$ cat src/rtl/ts_ci_pkg.sv
// Shared definitions for the TS-to-CI input arbiter: packet geometry,
// FSM encoding and saturating counter helpers.
package ts_ci_pkg;

  localparam int unsigned TS_PKT_LEN   = 188;
  localparam logic [7:0]  TS_SYNC_BYTE = 8'h47;

  typedef enum logic {
    IDLE = 1'b0,
    XFER = 1'b1
  } ts_state_t;

  function automatic logic [15:0] sat_inc16(input logic [15:0] v);
    return (v == '1) ? v : v + 16'd1;
  endfunction

  function automatic logic [7:0] sat_add8(input logic [7:0] v, input logic [1:0] inc);
    logic [8:0] s;
    s = {1'b0, v} + {7'd0, inc};
    return s[8] ? '1 : s[7:0];
  endfunction

endpackage

$ cat src/rtl/ts_ci_rr_arb.sv
// Two-way round-robin pick: a lone requester wins, a tie goes to the
// source that did not own the path last.
module ts_ci_rr_arb (
  input  logic [1:0] req,
  input  logic       last,
  output logic [1:0] gnt
);

  always_comb begin
    gnt = '0;
    case (req)
      2'b01:   gnt = 2'b01;
      2'b10:   gnt = 2'b10;
      2'b11:   gnt = last ? 2'b01 : 2'b10;
      default: gnt = '0;
    endcase
  end

endmodule

$ cat src/rtl/ts_ci_arbiter.sv
// Packet-level arbiter merging two TS byte streams into the CI input FIFO,
// with sync hunting, abort on premature restart and per-source statistics.
module ts_ci_arbiter
  import ts_ci_pkg::*;
#(
  parameter int unsigned PKT_LEN   = TS_PKT_LEN,
  parameter logic [7:0]  SYNC_BYTE = TS_SYNC_BYTE
) (
  input  logic        clk,
  input  logic        reset,
  input  logic [7:0]  src0_d,
  input  logic        src0_valid,
  input  logic        src0_start,
  output logic        src0_ready,
  input  logic [7:0]  src1_d,
  input  logic        src1_valid,
  input  logic        src1_start,
  output logic        src1_ready,
  input  logic [1:0]  enable,
  output logic [7:0]  ts_ci_in_d,
  output logic        ts_ci_wrreq,
  input  logic        ts_ci_almost_full,
  output logic [1:0]  grant,
  output logic [15:0] pkt_cnt0,
  output logic [15:0] pkt_cnt1,
  output logic [7:0]  err_cnt
);

  localparam logic [7:0] LAST_IDX = 8'(PKT_LEN - 1);

  ts_state_t  state;
  logic       last;
  logic [7:0] count;

  logic [1:0] valid, start, sync, req, gnt, ready, bad_start;
  logic       owner, own_valid, own_start, restart, accept, abort;
  logic [7:0] own_d;
  logic [1:0] err_inc;

  assign valid = {src1_valid, src0_valid};
  assign start = {src1_start, src0_start};
  assign sync  = {src1_d == SYNC_BYTE, src0_d == SYNC_BYTE};
  assign req   = enable & valid & start & sync;

  // grant is only non-zero in XFER, so its upper bit names the owner there
  assign owner     = grant[1];
  assign own_valid = owner ? src1_valid : src0_valid;
  assign own_start = owner ? src1_start : src0_start;
  assign own_d     = owner ? src1_d     : src0_d;
  assign restart   = own_valid & own_start & (count != '0);

  ts_ci_rr_arb u_rr (
    .req  (req),
    .last (last),
    .gnt  (gnt)
  );

  // Requesters hold their sync byte in IDLE; it is consumed as byte 0 in XFER.
  // The owner keeps the path even if its enable drops mid-packet.
  always_comb begin
    ready     = '0;
    bad_start = '0;
    accept    = 1'b0;
    abort     = 1'b0;
    if (!reset) begin
      if (state == IDLE) begin
        ready     = ~req;
        bad_start = enable & valid & start & ~sync;
      end else begin
        ready        = ~enable;
        ready[owner] = ~ts_ci_almost_full & ~restart;
        accept       = own_valid & ready[owner];
        abort        = restart;
      end
    end
  end

  assign src0_ready = ready[0];
  assign src1_ready = ready[1];
  assign err_inc    = {1'b0, bad_start[0]} + {1'b0, bad_start[1]} + {1'b0, abort};

  always_ff @(posedge clk or posedge reset) begin
    if (reset) begin
      state       <= IDLE;
      last        <= 1'b1;
      count       <= '0;
      grant       <= '0;
      ts_ci_wrreq <= 1'b0;
      ts_ci_in_d  <= '0;
      pkt_cnt0    <= '0;
      pkt_cnt1    <= '0;
      err_cnt     <= '0;
    end else begin
      ts_ci_wrreq <= accept;
      if (accept) ts_ci_in_d <= own_d;
      err_cnt <= sat_add8(err_cnt, err_inc);

      case (state)
        IDLE: begin
          if (!ts_ci_almost_full && (gnt != '0)) begin
            state <= XFER;
            grant <= gnt;
            count <= '0;
          end
        end
        XFER: begin
          if (abort) begin
            state <= IDLE;
            grant <= '0;
            last  <= owner;
            count <= '0;
          end else if (accept) begin
            if (count == LAST_IDX) begin
              state <= IDLE;
              grant <= '0;
              last  <= owner;
              count <= '0;
              if (owner) pkt_cnt1 <= sat_inc16(pkt_cnt1);
              else       pkt_cnt0 <= sat_inc16(pkt_cnt0);
            end else begin
              count <= count + 8'd1;
            end
          end
        end
        default: state <= IDLE;
      endcase
    end
  end

endmodule
$ cat config.mk
export PLATFORM = sky130hd
export DESIGN_NAME = ts_ci_arbiter
export DESIGN_NICKNAME = d
export VERILOG_FILES = /design/src/rtl/ts_ci_pkg.sv /design/src/rtl/ts_ci_rr_arb.sv /design/src/rtl/ts_ci_arbiter.sv
export SDC_FILE = /design/constraint.sdc
export NUM_CORES = 1
export LEC_CHECK = 0
export CAP_MARGIN = 30
export CORE_MARGIN = 4
export CORE_UTILIZATION = 44
export DETAILED_ROUTE_END_ITERATION = 12
export PLACE_DENSITY = 0.73
export SYNTH_ARGS = -nofsm -noshare
export SYNTH_HDL_FRONTEND = slang
export SYNTH_SLANG_ARGS = --single-unit
$ cat constraint.sdc
create_clock -name clk -period 2.84 [get_ports clk]
set_input_delay 0.568 -clock clk [delete_from_list [all_inputs] [get_ports clk]]
set_output_delay 0.568 -clock clk [all_outputs]
set_load 0.01 [all_outputs]
# After elaboration in Yosys (flattened, before gate mapping)
# Index checks and enable logic that the tools add are counted.
[op_classes] add_sub_neg=6 mux=37 n_lt_le_gt_ge=2 n_eq_ne=11 bitwise_logic=18 reduce_logical=12
[ops] cell="8-bit two-way mux" count=6
[ops] cell="16-bit by 1-bit adder with 16-bit output (second input constant)" count=2
[ops] cell="16-bit == test (second input constant)" count=2
[ops] cell="2-bit two-way mux" count=9
[ops] cell="8-bit by 7-bit == test with 1-bit output (second input constant)" count=2
[ops] cell="1-bit two-way mux" count=16
[ops] cell="8-bit case mux with 2 select lines" count=1
[ops] cell="6-bit AND reduction" count=2
[ops] cell="8-bit by 2-bit adder with 9-bit output" count=1
[ops] cell="8-bit by 1-bit adder with 8-bit output (second input constant)" count=1
[ops] cell="2-bit AND" count=4
[ops] cell="8-bit == test (second input constant)" count=1
[ops] cell="8-bit nonzero test" count=1
[ops] cell="1-bit NOT" count=7
[ops] cell="3-bit by 1-bit inequality test with 1-bit output (second input constant)" count=2
[ops] cell="2-bit NOT" count=3
[ops] cell="2-bit case mux with 3 select lines" count=1
[ops] cell="3-bit AND reduction" count=2
[ops] cell="2-bit nonzero test" count=3
[ops] cell="1-bit AND" count=4
[ops] cell="2-bit == test (second input constant)" count=2
[ops] cell="2-bit case mux with 2 select lines" count=1
[ops] cell="1-bit by 1-bit adder with 2-bit output" count=1
[ops] cell="2-bit by 1-bit adder with 2-bit output" count=1
[ops] cell="other kinds (10)" count=11
[totals] reg_bits=61 input_bits=25 elab_cells=95

# Depth between registers and ports, before layout
[depth] ltp_word=14 depth_mapped=13 depth_no_buf=13

# By module
# From an unflattened synthesis, not the netlist that was laid out.
[unflattened] cells_unflattened=313 area_unflattened_um2=3126.7
[modules_own_cells] mod="ts_ci_arbiter" cells_per_inst=310 area_each_um2=3108.0 seq_area_each_um2=1527.7 instances=1
[modules_own_cells] mod="ts_ci_rr_arb" cells_per_inst=3 area_each_um2=18.8 seq_area_each_um2=0.0 instances=1

# Least setup slack after synthesis
# Ideal clock, no wire load.
[synth_path] path_kind="in2reg" startpoint="input reset" endpoint="register grant[1]" path_stages=5 arrival_ns=2.994 setup_slack_ns=-0.278 path_buffers=0 t_required_ns=2.715 path_cell_list="inv_1 -> nand3_1 -> o211ai_1 -> o21a_1 -> mux2_2"
[synth_via] elab_chain_cells=3
[synth_rtl] item="start, declared" line_no="ts_ci_arbiter.sv:10" rtl="input logic reset,"
[synth_rtl] item="1-bit two-way mux" line_no="ts_ci_arbiter.sv:65" rtl="if (!reset) begin"
[synth_rtl] item="3-bit by 1-bit inequality test with 1-bit output (no source line) or 2-bit two-way mux (tied branches)"
[synth_rtl] item="3-bit AND reduction (no source line) or 2-bit case mux with 2 select lines (tied branches)"
[synth_rtl] item="end signal, assigned" line_no="ts_ci_arbiter.sv:102" rtl="grant <= gnt;"
[synth_rtl] item="end, declared" line_no="ts_ci_arbiter.sv:23" rtl="output logic [1:0] grant,"
# Parallel ways exist; a longest one is shown, timed or not.
# A chain may end at the register's enable or synchronous reset.

# Worst setup path in the final report
[layout_path] startpoint="input src0_start" endpoint="register err_cnt[6]"
[layout_via] elab_chain_cells=8
[layout_rtl] item="start, declared" line_no="ts_ci_arbiter.sv:13" rtl="input logic src0_start,"
[layout_rtl] item="2-bit AND or 1-bit two-way mux (tied branches)" line_no="ts_ci_arbiter.sv:68, ts_ci_arbiter.sv:48"
[layout_rtl] item="2-bit AND or 1-bit AND (tied branches)" line_no="ts_ci_arbiter.sv:68, ts_ci_arbiter.sv:50"
[layout_rtl] item="2-bit two-way mux or 1-bit AND (tied branches)" line_no="ts_ci_arbiter.sv:66, ts_ci_arbiter.sv:50"
[layout_rtl] item="2-bit two-way mux or 1-bit two-way mux (tied branches)" line_no="ts_ci_arbiter.sv:65, ts_ci_arbiter.sv:66"
[layout_rtl] item="1-bit by 1-bit adder with 2-bit output or 1-bit two-way mux (tied branches)" line_no="ts_ci_arbiter.sv:80, ts_ci_arbiter.sv:65"
[layout_rtl] item="2-bit by 1-bit adder with 2-bit output *" line_no="ts_ci_arbiter.sv:80" rtl="assign err_inc = {1'b0, bad_start[0]} + {1'b0, bad_start[1]} + {1'b0, abort};"
[layout_rtl] item="8-bit by 2-bit adder with 9-bit output *" line_no="ts_ci_pkg.sv:19" rtl="s = {1'b0, v} + {7'd0, inc};"
[layout_rtl] item="8-bit two-way mux *" line_no="ts_ci_pkg.sv:20" rtl="return s[8] ? '1 : s[7:0];"
[layout_rtl] item="end signal, assigned" line_no="ts_ci_arbiter.sv:96" rtl="err_cnt <= sat_add8(err_cnt, err_inc);"
[layout_rtl] item="end, declared" line_no="ts_ci_arbiter.sv:26" rtl="output logic [7:0] err_cnt"
# Every way passes the cells marked *; elsewhere a longest branch is shown, timed or not.

==> tab_implementation.tex <==
\begin{tabular}{lr}
\hline
Metric & Value \\
\hline
\multicolumn{2}{l}{\textbf{Clock tree}} \\
Clock buffer count from CTS & 9 \\
Clock root cell & sky130\_fd\_sc\_hd\_\_clkbuf\_8 \\
Maximum level of the CTS H-tree & 3 \\
Clock tree from TritonCTS & done \\
Clock latency of the later-clocked register in the worst-skew pair & $\sim$0.33 ns \\
Clock transition at path regs & 0.07 ns \\
Sink count of the clock tree & just over 60 \\
Number of buffers on the longest clock path & 2 \\
\multicolumn{2}{l}{\textbf{Layout}} \\
N\_diodes & 0 \\
Fraction of layout instances using a drive strength above 1 & about 18\% \\
Cell Count, Final, Fillers Out & between 500 and 600 \\
Final net count & approximately 460 \\
Combined flip-flop and latch cell area & 1530 sq um \\
Post-route core utilization & approximately two thirds \\
Final standard cell area without fillers & around 4500 sq um \\
Area added between synthesis and finish & 45.4\% \\
Number of fillers in the final layout & 546 \\
Total area of multi-input combinational cells & approximately 1600 sq um \\
\multicolumn{2}{l}{\textbf{Drt}} \\
Count of nets left with antenna violations after detail routing & 0 \\
Total Routed Length & about 7.5 mm \\
Drt pass-1 iters & 4 \\
Final routed wire length divided by cell count & 14.1 um \\
DRC marker count from the first detailed-route iteration & 85 \\
Drc violations & 0 \\
Total vias in the final route & between 2,000 and 3,000 \\
Via-per-instance ratio & 5.04 \\
\multicolumn{2}{l}{\textbf{Synth}} \\
Adder and majority cell fraction of the synthesized area & about 3.7\% \\
Simple-gate area share of the yosys netlist & a little under a quarter \\
Part of the Yosys area used for sequential elements & between 40\% and 50\% \\
Mux cell area share after synthesis & about 4.3\% \\
Area share of the leading cell type in the synthesized netlist & 48.3\% \\
Dominant cells by area after synthesis & sky130\_fd\_sc\_hd\_\_dfrtp\_1 48\%, sky130\_fd\_sc\_hd\_\_xnor2\_1 7.0\%, sky130\_fd\_sc\_hd\_\_nand3\_1 3.9\%, sky130\_fd\_sc\_hd\_\_nand2\_1 3.7\%, sky130\_fd\_sc\_hd\_\_nor2\_1 3.5\% \\
Number of nets in the synthesized netlist & between 300 and 400 \\
Number of distinct standard cells referenced by the synthesized netlist & 43 \\
Number of enable flip-flop cells after synthesis & 0 \\
Mapped cell area & 3110 sq um \\
Most used standard cell by instance count after synthesis & sky130\_fd\_sc\_hd\_\_dfrtp\_1 \\
Compound-cell area share of the yosys netlist & 7.37\% \\
FFs w/ async S/R, synth & 100\% \\
Synth top cells by count & 60 x sky130\_fd\_sc\_hd\_\_dfrtp\_1, 31 x sky130\_fd\_sc\_hd\_\_nand2\_1, 29 x sky130\_fd\_sc\_hd\_\_nor2\_1 \\
Main combinational cell family by area after synthesis & simple AND/OR/NAND/NOR gates \\
Post-synthesis instance total & 314 \\
Post-synthesis average cell area & a little under 10 sq um \\
Post-synthesis cell type with the largest combined area & sky130\_fd\_sc\_hd\_\_dfrtp\_1 \\
Total of flip-flops plus latches after synthesis & between 60 and 70 \\
Fraction of synthesized cell area in xor and xnor cells & 9.87\% \\
Ys flop type & sky130\_fd\_sc\_hd\_\_dfrtp\_1 \\
Total of warnings raised by yosys & 0 \\
\multicolumn{2}{l}{\textbf{STA}} \\
Fin worst setup slack & just under 0.04 ns \\
Clk\_skew & about 0.0067 ns \\
Post-Route Hold Slack & about 0.49 ns \\
RSZ-0062 raised after global routing & true \\
Headroom to the max-slew limit & between 40 and 50\% \\
Worst-margin pin slew & 0.752 ns \\
Count of endpoints failing hold in the final timing report & 0 \\
Final-report setup violation count & 0 \\
Share of the clock period used by the worst path after layout & between 90\% and 100\% \\
Peak clock frequency supported by timing & roughly 360 MHz \\
Clock period minus worst slack & between 2 and 3 ns \\
Final number of max-transition violations & 0 \\
\multicolumn{2}{l}{\textbf{Placed design}} \\
Pre-CTS setup slack & -0.598 ns \\
DP Wirelength & between 5 and 6 mm \\
Area post-placement & between 4000 and 5000 sq um \\
Number of cells in the design after placement & roughly 510 \\
Count of buffers inserted at the top-level ports & 77 \\
Weighted congestion reported at the end of routability-driven placement & between 0.7 and 0.8 \\
\multicolumn{2}{l}{\textbf{Critical path}} \\
CP endpoint & err\_cnt[6] \\
Reg2reg end & err\_cnt[6] \\
Required time of the critical path & approximately 3.1 ns \\
Startpoint of the worst-slack reg-to-reg timing path & count[0] \\
First element of the critical path & src0\_start \\
Flop2flop setup slack & $\sim$0.25 ns \\
Max FO, Critical Path & 3 \\
Type of the worst setup path & primary input to flop \\
Critical Path AT & 3.02 ns \\
Worst setup EP type & flop \\
Category of the worst setup path launch point & primary input \\
Worst R2R Path Depth & 14 \\
\multicolumn{2}{l}{\textbf{GRT}} \\
Via count of the first global-routing pass & 2,757 \\
Largest net degree at the start of global routing & 62 \\
Global-route usage over all layers & $\sim$19\% \\
Leftover overflow at the end of global routing & 0 \\
Initial antenna violation count & 0 \\
Global-route wire length before repair & between 10 and 15 mm \\
\multicolumn{2}{l}{\textbf{Floorplan}} \\
Die Span X & slightly above 90 um \\
Standard cell core area & about 6800 sq um \\
Die height & just over 90 um \\
Initial core utilization & 45.5\% \\
Number of top-level design ports & 78 \\
Die area & between 8000 and 9000 sq um \\
Count of standard-cell rows & 30 \\
\multicolumn{2}{l}{\textbf{Job}} \\
Max-cap viol count & 0 \\
\multicolumn{2}{l}{\textbf{Pwr}} \\
Standby leakage power & 1.97 nW \\
Worst ir drop on vdd & a little under 0.4 mV \\
Power Dens Cells & 472 nW/um\^{}2 \\
\multicolumn{2}{l}{\textbf{Status}} \\
Outcome & completed \\
\multicolumn{2}{l}{\textbf{Min path}} \\
Min-delay worst type & flop to flop \\
\hline
\end{tabular}
## stage by stage
step	total power, W	setup TNS [ns]
after global routing	0.00223	-0.0720
after detailed placement	0.00131	-6.59
final	0.00213	0
after floorplan	0.00111	0
after CTS	0.00216	0
after global placement	0.00131	-5.34
## layout make-up
class                           instances  area share (%)
Sequential cell                        61            33.8
Clock inverter                          5            1.66
Timing Repair Buffer                  111            22.5
Tap cell                               96            2.66
Clock buffer                           10            3.05
Inverter                               12            1.08
Multi-Input combinational cell        235            35.2
## layer usage
metal | track usage [%] | wire length (um) | vias to the layer above
met1 | 22.9 | 3320 | 1291
met5 | 0 | 0 | -
met3 | 4.76 | 354 | 9
met2 | 31.2 | 3690 | 49
met4 | 7.05 | 94 | 0
li1 | - | - | 1324
## kinds of logic after synthesis
kind of cell             Yosys count
AO/OA/AOI/OAI                     37
multiplexers                      13
XOR/XNOR                          35
flip-flops                        61
AND/OR/NAND/NOR                  142
buffers and inverters             18
adder cells (fa/ha/maj)            8
## critical path, stage by stage
cell and delay [ns]:
sky130_fd_sc_hd__clkdlybuf4s50_1 0.48, sky130_fd_sc_hd__nand2_1 0.08, sky130_fd_sc_hd__o21ai_2 0.16, sky130_fd_sc_hd__and2_4 0.17
sky130_fd_sc_hd__nand2_1 0.06, sky130_fd_sc_hd__fa_1 0.48, sky130_fd_sc_hd__inv_1 0.04, sky130_fd_sc_hd__ha_2 0.18
sky130_fd_sc_hd__fa_2 0.36, sky130_fd_sc_hd__nand2_2 0.11, sky130_fd_sc_hd__nor2_4 0.05, sky130_fd_sc_hd__buf_4 0.14
sky130_fd_sc_hd__nor2_2 0.09, sky130_fd_sc_hd__a21oi_2 0.04
## power by group
part           total, W  switching (W)  internal (W)
Clock          0.000829       0.000321      0.000508
Sequential     0.000980      0.0000571      0.000923
Combinational  0.000323       0.000138      0.000185
## sequential cells by signal (all words and copies together) (netlist names)
register	count
ts_ci_wrreq	1
state	1
pkt_cnt1	16
pkt_cnt0	16
grant	2
ts_ci_in_d	8
last	1
count	8
err_cnt	8
## placed cells by master (no fill, tap or decap), types with 4 or more instances in the layout
cell type,netlist,routed
sky130_fd_sc_hd__clkdlybuf4s50_1,0,73
sky130_fd_sc_hd__dfrtp_1,60,60
sky130_fd_sc_hd__buf_4,0,34
sky130_fd_sc_hd__nand2_1,31,29
sky130_fd_sc_hd__nor2_1,29,26
sky130_fd_sc_hd__xnor2_1,25,25
sky130_fd_sc_hd__nand3_1,24,23
sky130_fd_sc_hd__nand4_1,12,12
sky130_fd_sc_hd__a21oi_1,13,12
sky130_fd_sc_hd__inv_1,12,11
sky130_fd_sc_hd__mux2i_1,10,10
sky130_fd_sc_hd__xor2_1,10,10
sky130_fd_sc_hd__clkbuf_8,0,10
sky130_fd_sc_hd__and3_1,8,8
sky130_fd_sc_hd__o21ai_0,9,8
sky130_fd_sc_hd__nor3_1,9,6
sky130_fd_sc_hd__nand2b_1,5,5
sky130_fd_sc_hd__ha_1,6,5
sky130_fd_sc_hd__or3_1,4,4
sky130_fd_sc_hd__o21a_1,4,4
## repair_timing
| action | in CTS | in global routing |
|---|---|---|
| buffers inserted | 1 | 2 |
| hold buffers | 0 | 0 |
| resized for setup | 19 | 13 |
| endpoints found under the setup margin | 10 | 10 |
| pin swaps | 5 | 8 |
## worst min path at each step
stage / startpoint / to / slack (ns) / cells past startpoint
detailed placement: pkt_cnt1[9] / pkt_cnt1[9] / 0.49 / 1
CTS: pkt_cnt1[9] / pkt_cnt1[9] / 0.50 / 1
floorplan: count[7] / count[7] / 0.46 / 1
finish: pkt_cnt1[9] / pkt_cnt1[9] / 0.49 / 1
global placement: pkt_cnt0[11] / pkt_cnt0[11] / 0.48 / 1
global route: pkt_cnt1[6] / pkt_cnt1[6] / 0.52 / 1
Power figures use the tool's default switching activity.
